--- config.mk ---
export PLATFORM = sky130hd
export DESIGN_NAME = bitserial_addsub_ctrl_flat
export DESIGN_NICKNAME = d
export VERILOG_FILES = /design/src/rtl/bitserial_addsub_ctrl_pkg.sv /design/src/rtl/bitserial_addsub_ctrl_if.sv /design/src/rtl/bitserial_addsub_ctrl_fulladder.sv /design/src/rtl/bitserial_addsub_ctrl.sv /design/src/flat_wrapper.sv
export SDC_FILE = /design/constraint.sdc
export NUM_CORES = 1
export LEC_CHECK = 0
export ABC_CLOCK_PERIOD_IN_PS = 1900
export CAP_MARGIN = 0
export CORE_UTILIZATION = 35
export DETAILED_ROUTE_END_ITERATION = 10
export PLACE_DENSITY = 0.59
export SYNTH_ARGS = -nofsm -noshare
export SYNTH_HDL_FRONTEND = slang
export SYNTH_SLANG_ARGS = --single-unit
--- constraint.sdc ---
create_clock -name clk_i -period 1.9 [get_ports clk_i]
set_clock_uncertainty 0.1 [all_clocks]
set_input_delay 0.57 -clock clk_i [delete_from_list [all_inputs] [get_ports clk_i]]
set_output_delay 0.57 -clock clk_i [all_outputs]
set_load 0.01 [all_outputs]
--- src/rtl/bitserial_addsub_ctrl_pkg.sv ---
// Shared types and constants for the bit-serial add/subtract engine.
package bitserial_addsub_ctrl_pkg;

  typedef enum logic [1:0] {
    IDLE = 2'd0,
    CALC = 2'd1,
    DONE = 2'd2
  } state_t;

  localparam logic OP_ADD = 1'b0;
  localparam logic OP_SUB = 1'b1;

endpackage

--- src/rtl/bitserial_addsub_ctrl_if.sv ---
// Request/result bus of the bit-serial add/subtract engine.
// Both sides use valid/ready: a transfer happens on a rising edge where valid
// and ready are both high; valid, once raised, holds its payload stable until
// that transfer.
interface bitserial_addsub_ctrl_if #(
  parameter int WIDTH = 8
);
  logic             req_valid_i;
  logic             req_ready_o;
  logic [WIDTH-1:0] a_i;
  logic [WIDTH-1:0] b_i;
  logic             sub_i;
  logic             res_valid_o;
  logic             res_ready_i;
  logic [WIDTH-1:0] sum_o;
  logic             carry_o;
  logic             overflow_o;
  logic             busy_o;

  modport slave (
    input  req_valid_i, a_i, b_i, sub_i, res_ready_i,
    output req_ready_o, res_valid_o, sum_o, carry_o, overflow_o, busy_o
  );

  modport master (
    output req_valid_i, a_i, b_i, sub_i, res_ready_i,
    input  req_ready_o, res_valid_o, sum_o, carry_o, overflow_o, busy_o
  );
endinterface

--- src/rtl/bitserial_addsub_ctrl_fulladder.sv ---
// Single-bit full adder, time-shared by the serial engine.
module bitserial_addsub_ctrl_fulladder (
  input  logic a_i,
  input  logic b_i,
  input  logic carry_i,
  output logic sum_o,
  output logic carry_o
);
  assign sum_o   = a_i ^ b_i ^ carry_i;
  assign carry_o = (a_i & b_i) | (carry_i & (a_i ^ b_i));
endmodule

--- src/rtl/bitserial_addsub_ctrl.sv ---
// Bit-serial add/subtract: one full adder stepped LSB-first over WIDTH cycles.
// Subtraction is A + ~B + 1, so carry_o=1 means no borrow.
module bitserial_addsub_ctrl
  import bitserial_addsub_ctrl_pkg::*;
#(
  parameter int WIDTH = 8
) (
  input  logic                     clk_i,
  input  logic                     arstn_i,
  bitserial_addsub_ctrl_if.slave   bus,
  output state_t                   state_o
);
  localparam int CNT_W = (WIDTH > 2) ? $clog2(WIDTH) : 1;

  state_t             state_q, state_d;
  logic [WIDTH-1:0]   a_q, a_d;
  logic [WIDTH-1:0]   b_q, b_d;
  logic [WIDTH-1:0]   sum_q, sum_d;
  logic [CNT_W-1:0]   cnt_q, cnt_d;
  logic               cy_q, cy_d;
  logic               carry_q, carry_d;
  logic               ovf_q, ovf_d;
  logic               res_valid_q, res_valid_d;
  logic               fa_sum, fa_carry;

  bitserial_addsub_ctrl_fulladder u_fa (
    .a_i     (a_q[0]),
    .b_i     (b_q[0]),
    .carry_i (cy_q),
    .sum_o   (fa_sum),
    .carry_o (fa_carry)
  );

  always_ff @(posedge clk_i or negedge arstn_i) begin
    if (!arstn_i) begin
      state_q     <= IDLE;
      a_q         <= '0;
      b_q         <= '0;
      sum_q       <= '0;
      cnt_q       <= '0;
      cy_q        <= 1'b0;
      carry_q     <= 1'b0;
      ovf_q       <= 1'b0;
      res_valid_q <= 1'b0;
    end else begin
      state_q     <= state_d;
      a_q         <= a_d;
      b_q         <= b_d;
      sum_q       <= sum_d;
      cnt_q       <= cnt_d;
      cy_q        <= cy_d;
      carry_q     <= carry_d;
      ovf_q       <= ovf_d;
      res_valid_q <= res_valid_d;
    end
  end

  always_comb begin
    state_d     = state_q;
    a_d         = a_q;
    b_d         = b_q;
    sum_d       = sum_q;
    cnt_d       = cnt_q;
    cy_d        = cy_q;
    carry_d     = carry_q;
    ovf_d       = ovf_q;
    res_valid_d = 1'b0;
    unique case (state_q)
      IDLE: begin
        if (bus.req_valid_i) begin
          a_d     = bus.a_i;
          b_d     = bus.b_i ^ {WIDTH{bus.sub_i == OP_SUB}};
          cy_d    = bus.sub_i;
          cnt_d   = '0;
          state_d = CALC;
        end
      end
      CALC: begin
        sum_d = {fa_sum, sum_q[WIDTH-1:1]};
        a_d   = a_q >> 1;
        b_d   = b_q >> 1;
        cy_d  = fa_carry;
        if (cnt_q == CNT_W'(WIDTH - 1)) begin
          // cy_q here is the carry into the MSB, fa_carry the carry out of it
          carry_d = fa_carry;
          ovf_d   = cy_q ^ fa_carry;
          state_d = DONE;
        end else begin
          cnt_d = cnt_q + CNT_W'(1);
        end
      end
      DONE: begin
        // result valid is registered, so it rises one edge after entering DONE
        if (res_valid_q && bus.res_ready_i) begin
          state_d = IDLE;
        end else begin
          res_valid_d = 1'b1;
        end
      end
      default: state_d = IDLE;
    endcase
  end

  assign bus.req_ready_o = (state_q == IDLE);
  assign bus.res_valid_o = res_valid_q;
  assign bus.busy_o      = (state_q != IDLE);
  assign bus.sum_o       = sum_q;
  assign bus.carry_o     = carry_q;
  assign bus.overflow_o  = ovf_q;
  assign state_o         = state_q;

endmodule

--- src/flat_wrapper.sv ---
// flat-port wrapper written by rule: the top's interface ports become plain ports
module bitserial_addsub_ctrl_flat import bitserial_addsub_ctrl_pkg::*;
#(
  parameter int WIDTH = 8
)
  (clk_i, arstn_i, state_o, bus_req_valid_i, bus_a_i, bus_b_i, bus_sub_i, bus_res_ready_i, bus_req_ready_o, bus_res_valid_o, bus_sum_o, bus_carry_o, bus_overflow_o, bus_busy_o);
  bitserial_addsub_ctrl_if #(.WIDTH(WIDTH)) bus_i ();
  input  logic clk_i;
  input  logic arstn_i;
  output state_t state_o;
  input wire logic [$bits(bus_i.req_valid_i)-1:0] bus_req_valid_i;
  input wire logic [$bits(bus_i.a_i)-1:0] bus_a_i;
  input wire logic [$bits(bus_i.b_i)-1:0] bus_b_i;
  input wire logic [$bits(bus_i.sub_i)-1:0] bus_sub_i;
  input wire logic [$bits(bus_i.res_ready_i)-1:0] bus_res_ready_i;
  output wire logic [$bits(bus_i.req_ready_o)-1:0] bus_req_ready_o;
  output wire logic [$bits(bus_i.res_valid_o)-1:0] bus_res_valid_o;
  output wire logic [$bits(bus_i.sum_o)-1:0] bus_sum_o;
  output wire logic [$bits(bus_i.carry_o)-1:0] bus_carry_o;
  output wire logic [$bits(bus_i.overflow_o)-1:0] bus_overflow_o;
  output wire logic [$bits(bus_i.busy_o)-1:0] bus_busy_o;
  assign bus_i.req_valid_i = bus_req_valid_i;
  assign bus_i.a_i = bus_a_i;
  assign bus_i.b_i = bus_b_i;
  assign bus_i.sub_i = bus_sub_i;
  assign bus_i.res_ready_i = bus_res_ready_i;
  assign bus_req_ready_o = bus_i.req_ready_o;
  assign bus_res_valid_o = bus_i.res_valid_o;
  assign bus_sum_o = bus_i.sum_o;
  assign bus_carry_o = bus_i.carry_o;
  assign bus_overflow_o = bus_i.overflow_o;
  assign bus_busy_o = bus_i.busy_o;
  bitserial_addsub_ctrl #(.WIDTH(WIDTH)) u_core (.clk_i(clk_i), .arstn_i(arstn_i), .bus(bus_i), .state_o(state_o));
endmodule
==> impl_metrics.csv, run 1 <==
group,metric,value,unit
power,power.total,3.309,mW
grt,grt_util_met2,30.27,%
synth,synth_area,1563,µm²
synth,synth_ff_type,"dfrtp_1",
sta,rsz0062_at_grt,"false",
outcome,status,"finished clean",
grt,use_met3,3.618,%
power,seq_power_share,36.0,%
synth,synth_nets,161,
place,dp_hpwl,2.484,mm
cells_and_area,layout.cells.non_filler,236,
floorplanning,num_io_pins,36,
clocking,numCtsBuffers,5,
detailed_routing,dr_total_vias,1243,
grt,grt_pass1_vias,1253,
synth,yosys_warnings,0,
synth,synth_cells,137,
setup_path,crit_slowest_cell,"clkdlybuf4s50_1",
power,power_density,1497,nW/µm²
clocking,cts-hold-fix-buffers,0,
sta,slew_viol_final,0,
grt,grt_max_degree,34,
sta,tightest_slew,0.3592,ns
setup_path,cp_max_fo,2,
synth,synth_top_area_share,52.84,%
cells_and_area,final_area,2211,µm²
power,netSwitchingFraction,32.18,%
power,power_leakage,1.059,nW
floorplanning,core_area,4144,µm²
synth,synth.distinct_cells,27,
place,place_inst,226,
floorplanning,die_w,68.82,µm
cells_and_area,regArea,825.8,µm²
grt,grt_util_met1,20.94,%
grt,grt_pass1_wl,5.920,mm
floorplanning,die_h,68.82,µm
setup_path,cp.required,1.23,ns
place,gp_congestion,0.7090,
setup_path,path_buf_inv,1,
synth,ys_ff_latch,33,
sta,finalHoldViolCount,0,
grt,antenna_found_initial,0,
synth,avgSynthCellArea,11.41,µm²
clocking,h-tree-depth,2,
clocking,cts_tree,"built",
cells_and_area,final_layout_size_suffix_gt1_share,19.35,%
grt,top_usage_layer,"met2",
detailed_routing,ant_nets,0,
setup_path,crit_path_end_kind,"primary output",
sta,fmax,538.8,MHz
synth,synthTopCellsByCount,"33 x dfrtp_1, 11 x a22oi_1, 11 x mux2_2, 9 x nor2b_1, 9 x o21ai_0",
clocking,cts.clk_slew.worst_paths,0.07,ns
detailed_routing,drtIter0Drc,57,
cells_and_area,multi_input_area,675.6,µm²
sta,setup_viol_count_final,0,
synth,yosys.cell_count.top_type,"dfrtp_1",
setup_path,worstPathCellList,"clkdlybuf4s50_1",
setup_path,startpoint_type,"flop",
setup_path,path_delay_family,"buffers and inverters",
detailed_routing,wirelength,3.693,mm
sta,setup_ws,0.04407,ns
sta,slew_headroom,76.00,%
min_path,hp-class,"flop to flop",
detailed_routing,drc,0,
clocking,cts_sinks,33,
synth,synth.area.top_cells,"dfrtp_1 53%, mux2_2 7.9%, a22oi_1 5.3%",
run,drv_cap,0,
setup_path,cp.arrival,1.19,ns
floorplanning,start_util,37.71,%
detailed_routing,firstDrtPassIters,4,
power,pwr-share-clk,24.2,%
detailed_routing,route.detailed.wl_per_inst,15.65,µm
sta,fin_crit,1.856,ns
synth,async_flop_share,100.0,%
floorplanning,dieArea,4736,µm²
setup_path,slowest_delay,0.54,ns
detailed_routing,via_per_inst,5.267,
clocking,cts-root-buf,"clkbuf_8",
cells_and_area,num_antenna_cells,0,
place,postPlaceCellArea,2044,µm²
floorplanning,rows,23,
cells_and_area,syn_to_final_growth,41.47,%
synth,synth.yosys.seq_area_share,52.84,%
power,p_switching,1.065,mW
setup_path,worst-setup-path-type,"flop to primary output",
power,power.internal,2.244,mW
cells_and_area,nNetsFinal,209,
place,portBuffers,35,
synth,yosysTopAreaCell,"dfrtp_1",
clocking,cts_buffer_depth,2,
power,p_comb_share,39.8,%
sta,finalCritPeriodShare,97.68,%
place,pre_cts_slack,-0.1678,ns
grt,grt-ovfl-total,0,
sta,hold_ws,0.3799,ns
synth,synth_edf_count,0,
clocking,clk_latency,0.30,ns
cells_and_area,n_fill_cell,365,
grt,grt_use_total,17.92,%
power,peakVddDrop,847.4,µV
==> state kept, by name (all words and copies together), names as in the netlist <==
register and count:
u_core.cy_q 1, u_core.a_q 8, u_core.cnt_q 3, u_core.bus.carry_o 1, u_core.bus.sum_o 8, u_core.state_o 2
u_core.b_q 8, u_core.bus.res_valid_o 1, u_core.bus.overflow_o 1
==> repair_timing <==
item | 4_1_cts | 5_1_grt
resized for setup | 6 | 11
setup buffers | 2 | 0
endpoints found under the setup margin | 4 | 10
pin swaps | 1 | 1
==> placed cells by master (no fill, tap or decap), types with 3 or more instances in the layout <==
cell type        count
xnor2_1              7
mux2_2              11
clkbuf_8             5
nand2_1              7
o32ai_1              3
a22oi_1             11
a21oi_1              7
inv_1                6
buf_4               14
clkdlybuf4s50_1     22
dfrtp_1             33
o211ai_1             3
nor2b_1              9
dlymetal6s2s_1       9
a221o_1              4
o21ai_0              9
==> metrics by stage <==
step / util, % / setup TNS, ns
final: 53.35 / 0
after global routing: 53.35 / 0
after CTS: 52.90 / 0
after floorplan: - / 0
after global placement: 49.34 / -1.175
after detailed placement: 49.34 / -1.818
==> final timing paths <==
check	start	end	slack [ns]	cells after the start
worst max-delay path	u_core.bus.res_valid_o$_DFF_PN0_	bus_res_valid_o	0.04	1
worst min-delay path	u_core.bus.res_valid_o$_DFF_PN0_	u_core.bus.res_valid_o$_DFF_PN0_	0.38	1
worst max register to register	u_core.state_o[1]$_DFFE_PN0P_	u_core.bus.sum_o[6]$_DFFE_PN0N_	0.28	4
worst min register to register	u_core.bus.res_valid_o$_DFF_PN0_	u_core.bus.res_valid_o$_DFF_PN0_	0.38	1
max in group asynchronous	arstn_i	u_core.bus.carry_o$_DFFE_PN0P_	0.98	2
min in group asynchronous	arstn_i	u_core.cnt_q[1]$_DFFE_PN0P_	0.54	2
==> logic make-up after synthesis <==
family | after synthesis | synth area share (%)
AO/OA/AOI/OAI | 43 | 19.30
flip-flops | 33 | 52.84
AND/OR/NAND/NOR | 23 | 7.926
buffers and inverters | 15 | 4.083
multiplexers | 11 | 7.926
XOR/XNOR | 9 | 5.044
adder cells (fa/ha/maj) | 3 | 2.882
==> routing by layer <==
layer | share of wire, % | vias to the layer above | wire length, µm
li1 | - | 586 | -
met1 | 45 | 610 | 1661
met2 | 48 | 40 | 1775
met3 | 4.4 | 7 | 164
met4 | 2.5 | 0 | 92
met5 | 0 | - | 0
==> power groups by stage <==
stage	logic, mW	registers, mW	clock network (mW)
global placement	1.30	1.19	0
detailed placement	1.35	1.20	0
finish	1.32	1.19	0.800
global route	1.45	1.23	0.843
CTS	1.36	1.19	0.813
floorplan	0.727	1.21	0
==> area by class of cell <==
class                   count  share of cell area, %
multi-input cells          89                  30.56
clock inverters             3                  2.943
clock buffers               5                  3.113
well taps                  50                  2.830
flip-flops and latches     33                  37.35
inverters                   6                  1.019
repair buffers             50                  22.18
(Power assumes the default switching activity.)
==> inputs of run 2 (changes only) <==
Settings changed: TNS_END_PERCENT set to 50.
==> run 2 against run 1 <==
Compared with the run above: register-to-register slack hardly changed; power hardly changed; non-clock buffer count stayed put; wire length hardly changed; clock power hardly changed; hold slack stayed put; via count is 0.56% lower; critical path depth is 2 higher; fmax is 0.29% lower; cell area is 0.11% higher; largest power group unchanged; count of clock-buffer cells in the layout stayed put.
==> impl_metrics.csv, run 2 (same netlist as run 1, synthesis figures left out) <==
group,metric,value,unit
cells_and_area,final_area,2213,µm²
clocking,cts.clk_slew.worst_paths,0.07,ns
grt,grt_use_total,17.96,%
clocking,cts_buffer_depth,2,
clocking,cts_sinks,33,
sta,finalCritPeriodShare,97.96,%
floorplanning,dieArea,4736,µm²
clocking,cts-root-buf,"clkbuf_8",
setup_path,endpoint,"bus_req_ready_o",
grt,use_met3,3.618,%
sta,fmax,537.3,MHz
floorplanning,num_io_pins,36,
setup_path,reg2reg_slack,0.28,ns
grt,grt_util_met1,21.05,%
sta,slew_viol_final,0,
cells_and_area,num_antenna_cells,0,
detailed_routing,drc,0,
cells_and_area,regArea,825.8,µm²
outcome,status,"finished clean",
sta,rsz0062_at_grt,"true",
setup_path,cp.required,1.23,ns
power,power.total,3.310,mW
clocking,cts_tree,"built",
place,portBuffers,35,
grt,top_usage_layer,"met2",
detailed_routing,firstDrtPassIters,4,
grt,grt_pass1_wl,5.934,mm
detailed_routing,dr_total_vias,1236,
clocking,numCtsBuffers,5,
power,peakVddDrop,846.6,µV
power,power_leakage,1.057,nW
setup_path,startpoint_type,"flop",
min_path,hp-class,"flop to flop",
setup_path,crit_path_end_kind,"primary output",
run,drv_cap,0,
grt,antenna_found_initial,0,
clocking,cts-hold-fix-buffers,0,
sta,setup_ws,0.03876,ns
sta,finalHoldViolCount,0,
sta,setup_viol_count_final,0,
cells_and_area,nNetsFinal,209,
cells_and_area,final_layout_size_suffix_gt1_share,19.35,%
detailed_routing,drtIter0Drc,56,
floorplanning,die_h,68.82,µm
setup_path,cp_max_fo,3,
place,dp_hpwl,2.484,mm
cells_and_area,syn_to_final_growth,41.63,%
sta,slew_headroom,76.05,%
cells_and_area,n_fill_cell,365,
detailed_routing,wirelength,3.692,mm
floorplanning,start_util,37.71,%
grt,grt_pass1_vias,1255,
place,postPlaceCellArea,2044,µm²
floorplanning,rows,23,
setup_path,crit_start,"u_core.state_o[1]$_DFFE_PN0P_",
power,power_density,1495,nW/µm²
setup_path,cp.arrival,1.19,ns
setup_path,r2r_start,"u_core.state_o[1]$_DFFE_PN0P_",
detailed_routing,route.detailed.wl_per_inst,15.64,µm
grt,grt_max_degree,34,
clocking,h-tree-depth,2,
cells_and_area,final_common_cell,"dfrtp_1",
grt,grt_util_met2,30.27,%
place,gp_congestion,0.7090,
place,pre_cts_slack,-0.1678,ns
floorplanning,die_w,68.82,µm
setup_path,r2r-end,"u_core.bus.sum_o[6]$_DFFE_PN0N_",
sta,tightest_slew,0.3585,ns
setup_path,worst-setup-path-type,"flop to primary output",
cells_and_area,layout_common_cells,"33 x dfrtp_1, 22 x clkdlybuf4s50_1, 15 x buf_4",
floorplanning,core_area,4144,µm²
sta,fin_crit,1.861,ns
cells_and_area,multi_input_area,675.6,µm²
detailed_routing,via_per_inst,5.237,
grt,grt-ovfl-total,0,
detailed_routing,ant_nets,0,
clocking,clk_latency,0.30,ns
setup_path,reg2regPathDepth,4,
[run 2: changes by cell type in the layout (fill, tap and decap cells not counted), sizes merged]
cell | previous run | this run
buf | 15 | 16
clkbuf | 6 | 5
[run 2: stage by stage]
| step | util, % | instances | hold WS (ns) | setup TNS (ns) |
|---|---|---|---|---|
| floorplan | - | 137 | 0.1744 | 0 |
| global placement | 49.34 | 226 | 0.3559 | -1.175 |
| detailed placement | 49.34 | 226 | 0.3573 | -1.818 |
| CTS | 52.87 | 236 | 0.3765 | 0 |
| global route | 53.41 | 236 | 0.3922 | -0.009642 |
| finish | 53.41 | 236 | 0.3799 | 0 |
[run 2: worst min-delay path by stage]
stage | end | slack (ns) | from | cells after the start
after floorplan | u_core.a_q[0]$_DFFE_PN0P_ | 0.17 | arstn_i | 0
after global placement | u_core.bus.res_valid_o$_DFF_PN0_ | 0.36 | u_core.bus.res_valid_o$_DFF_PN0_ | 1
after detailed placement | u_core.bus.res_valid_o$_DFF_PN0_ | 0.36 | u_core.bus.res_valid_o$_DFF_PN0_ | 1
after CTS | u_core.bus.res_valid_o$_DFF_PN0_ | 0.38 | u_core.bus.res_valid_o$_DFF_PN0_ | 1
after global routing | u_core.a_q[5]$_DFFE_PN0P_ | 0.39 | u_core.a_q[5]$_DFFE_PN0P_ | 2
final | u_core.bus.res_valid_o$_DFF_PN0_ | 0.38 | u_core.bus.res_valid_o$_DFF_PN0_ | 1
[run 2: final cells by class]
type | count | share of cell area [%]
Timing Repair Buffer | 50 | 22.27
Multi-Input combinational cell | 89 | 30.53
Inverter | 6 | 1.018
Clock buffer | 5 | 3.109
Sequential cell | 33 | 37.31
Tap cell | 50 | 2.826
Clock inverter | 3 | 2.940
[run 2: what timing repair did]
action                                  4_1_cts  5_1_grt
pin swaps                                     1        0
endpoints found under the setup margin        4       10
gates cloned                                  0        0
buffers inserted                              2        0
gates resized for setup                       6        9
[run 2: metal layers]
metal  wire (µm)  vias to the layer above  part of all wire [%]
met5           0                        -                     0
met4          92                        0                   2.5
met3         150                        7                   4.1
met2        1779                       34                    48
met1        1669                      609                    45
li1            -                      586                     -
[run 2: critical path, cell delays in order, from the launching register on]
cell             delay [ns]
dfrtp_1                0.40
nor2_2                 0.14
buf_4                  0.13
clkdlybuf4s15_1        0.22
[run 2: report_power, final]
group | switching (mW) | total, mW | internal [mW]
registers | 0.201 | 1.19 | 0.990
logic | 0.583 | 1.32 | 0.736
clock network | 0.279 | 0.800 | 0.521
total | 1.06 | 3.31 | 2.25
==> inputs of run 3 (changes only) <==
Settings changed: DONT_BUFFER_PORTS set to 1, PLACE_DENSITY 0.59 to 0.49.
==> run 3 against run 2 <==
Compared with the run above: first-iteration DRC count is 52% higher; critical path depth is 1 lower; die area stayed put; non-clock buffer count is 41 lower; flip-flop and latch count stayed put; via count is 16% lower; wire length is 14% lower.
==> impl_metrics.csv, run 3 (same netlist as run 1, synthesis figures left out) <==
group,metric,value,unit
outcome,status,"finished clean",
cells_and_area,regArea,825.8,µm²
place,dp_hpwl,2.258,mm
sta,rsz0062_at_grt,"false",
sta,setup_viol_count_final,0,
clocking,h-tree-depth,2,
cells_and_area,final_layout_size_suffix_gt1_share,20.00,%
sta,finalHoldViolCount,0,
setup_path,r2r_start,"u_core.state_o[1]$_DFFE_PN0P_",
cells_and_area,nNetsFinal,168,
run,drv_cap,0,
power,power_density,1568,nW/µm²
cells_and_area,syn_to_final_growth,13.13,%
grt,grt_util_met1,21.15,%
setup_path,crit_start,"u_core.state_o[0]$_DFFE_PN0P_",
clocking,cts_sinks,33,
detailed_routing,firstDrtPassIters,4,
setup_path,worst-setup-path-type,"flop to primary output",
grt,antenna_found_initial,0,
sta,finalCritPeriodShare,94.47,%
grt,grt_pass1_vias,1074,
clocking,clk_latency,0.28,ns
detailed_routing,dr_total_vias,1039,
clocking,cts_buffer_depth,2,
cells_and_area,layout_common_cells,"33 x dfrtp_1, 11 x a22oi_1, 11 x mux2_2",
sta,slew_headroom,67.13,%
floorplanning,die_w,68.82,µm
floorplanning,dieArea,4736,µm²
place,portBuffers,0,
floorplanning,num_io_pins,36,
grt,top_usage_layer,"met2",
sta,tightest_slew,0.4921,ns
detailed_routing,wirelength,3.189,mm
detailed_routing,drc,0,
floorplanning,die_h,68.82,µm
clocking,numCtsBuffers,5,
detailed_routing,ant_nets,0,
setup_path,reg2reg_slack,0.27,ns
setup_path,cp.arrival,1.12,ns
clocking,cts_tree,"built",
power,p_comb_share,33.3,%
floorplanning,start_util,37.71,%
grt,grt_max_degree,34,
sta,hold_ws,0.01533,ns
cells_and_area,final_common_cell,"dfrtp_1",
power,p_switching,0.9543,mW
place,gp_congestion,0.7667,
detailed_routing,drtIter0Drc,85,
floorplanning,rows,23,
power,peakVddDrop,650.1,µV
sta,setup_tns,0,ns
setup_path,crit_path_end_kind,"primary output",
setup_path,cp_max_fo,11,
power,netSwitchingFraction,34.43,%
clocking,post_cts_buffers,0,
power,power_leakage,0.7710,nW
setup_path,endpoint,"bus_req_ready_o",
detailed_routing,route.detailed.wl_per_inst,16.35,µm
sta,slew_viol_final,0,
min_path,hp-class,"input pin to async pin",
grt,grt-ovfl-total,0,
grt,grt_util_met2,21.94,%
power,seq_power_share,46.2,%
cells_and_area,multi_input_area,675.6,µm²
sta,fmax,557.1,MHz
setup_path,startpoint_type,"flop",
grt,grt_use_total,15.40,%
floorplanning,core_area,4144,µm²
detailed_routing,via_per_inst,5.328,
grt,use_met3,5.921,%
cells_and_area,num_antenna_cells,0,
setup_path,cp.required,1.23,ns
power,power.internal,1.818,mW
power,pwr-share-clk,20.5,%
setup_path,reg2regPathDepth,4,
grt,grt_pass1_wl,5.119,mm
setup_path,r2r-end,"u_core.cnt_q[0]$_DFFE_PN0P_",
cells_and_area,n_fill_cell,403,
sta,fin_crit,1.795,ns
clocking,cts-root-buf,"clkbuf_8",
clocking,cts.clk_slew.worst_paths,0.07,ns
-- run 3: area by class of cell --
cell class	instances	share of cell area (%)
Multi-Input combinational cell	89	38.22
Sequential cell	33	46.71
Timing Repair Buffer	9	4.529
Inverter	6	1.274
Clock inverter	1	0.2831
Tap cell	50	3.539
Clock buffer	7	5.449
-- run 3: how the worst min path moves through the flow --
stage / end / slack (ns)
global route: u_core.b_q[0]$_DFFE_PN0P_ / 0.009
CTS: u_core.b_q[1]$_DFFE_PN0P_ / 0.02
detailed placement: u_core.b_q[6]$_DFFE_PN0P_ / 0.18
floorplan: u_core.a_q[0]$_DFFE_PN0P_ / 0.17
global placement: u_core.b_q[7]$_DFFE_PN0P_ / 0.18
finish: u_core.b_q[5]$_DFFE_PN0P_ / 0.02
-- run 3: metal layers --
layer | part of all wire [%] | wire (µm)
met2 | 44 | 1414
met3 | 6.4 | 204
met1 | 49 | 1553
met4 | 0.53 | 17
met5 | 0 | 0
-- run 3: timing repair --
action                                 in CTS  in global routing
endpoints found under the hold margin      33                  0
gates resized for setup                     0                  1
hold buffers                                1                  0
setup endpoints to repair                   0                  2
-- run 3: critical path, cell delays in order (launching register included) --
cell and delay (ns):
dfrtp_1 0.50, nor2_2 0.21, buf_4 0.14
-- run 3: power groups by stage --
stage	registers, mW	clock network [mW]	logic [mW]
after floorplan	1.21	0	0.727
after global placement	1.29	0	0.890
after detailed placement	1.29	0	0.908
after CTS	1.28	0.591	0.937
after global routing	1.33	0.627	1.04
final	1.28	0.569	0.923
-- run 3: stage by stage --
stage | std cells | cell area (µm²) | total power [mW] | util (%) | setup slack [ns]
floorplan | 137 | 1563 | 1.938 | - | 0.2868
global placement | 186 | 1644 | 2.179 | 39.67 | 0.3066
detailed placement | 186 | 1644 | 2.203 | 39.67 | 0.2870
CTS | 195 | 1765 | 2.810 | 42.60 | 0.01234
global route | 195 | 1768 | 2.998 | 42.66 | 0.01264
finish | 195 | 1768 | 2.772 | 42.66 | 0.1051
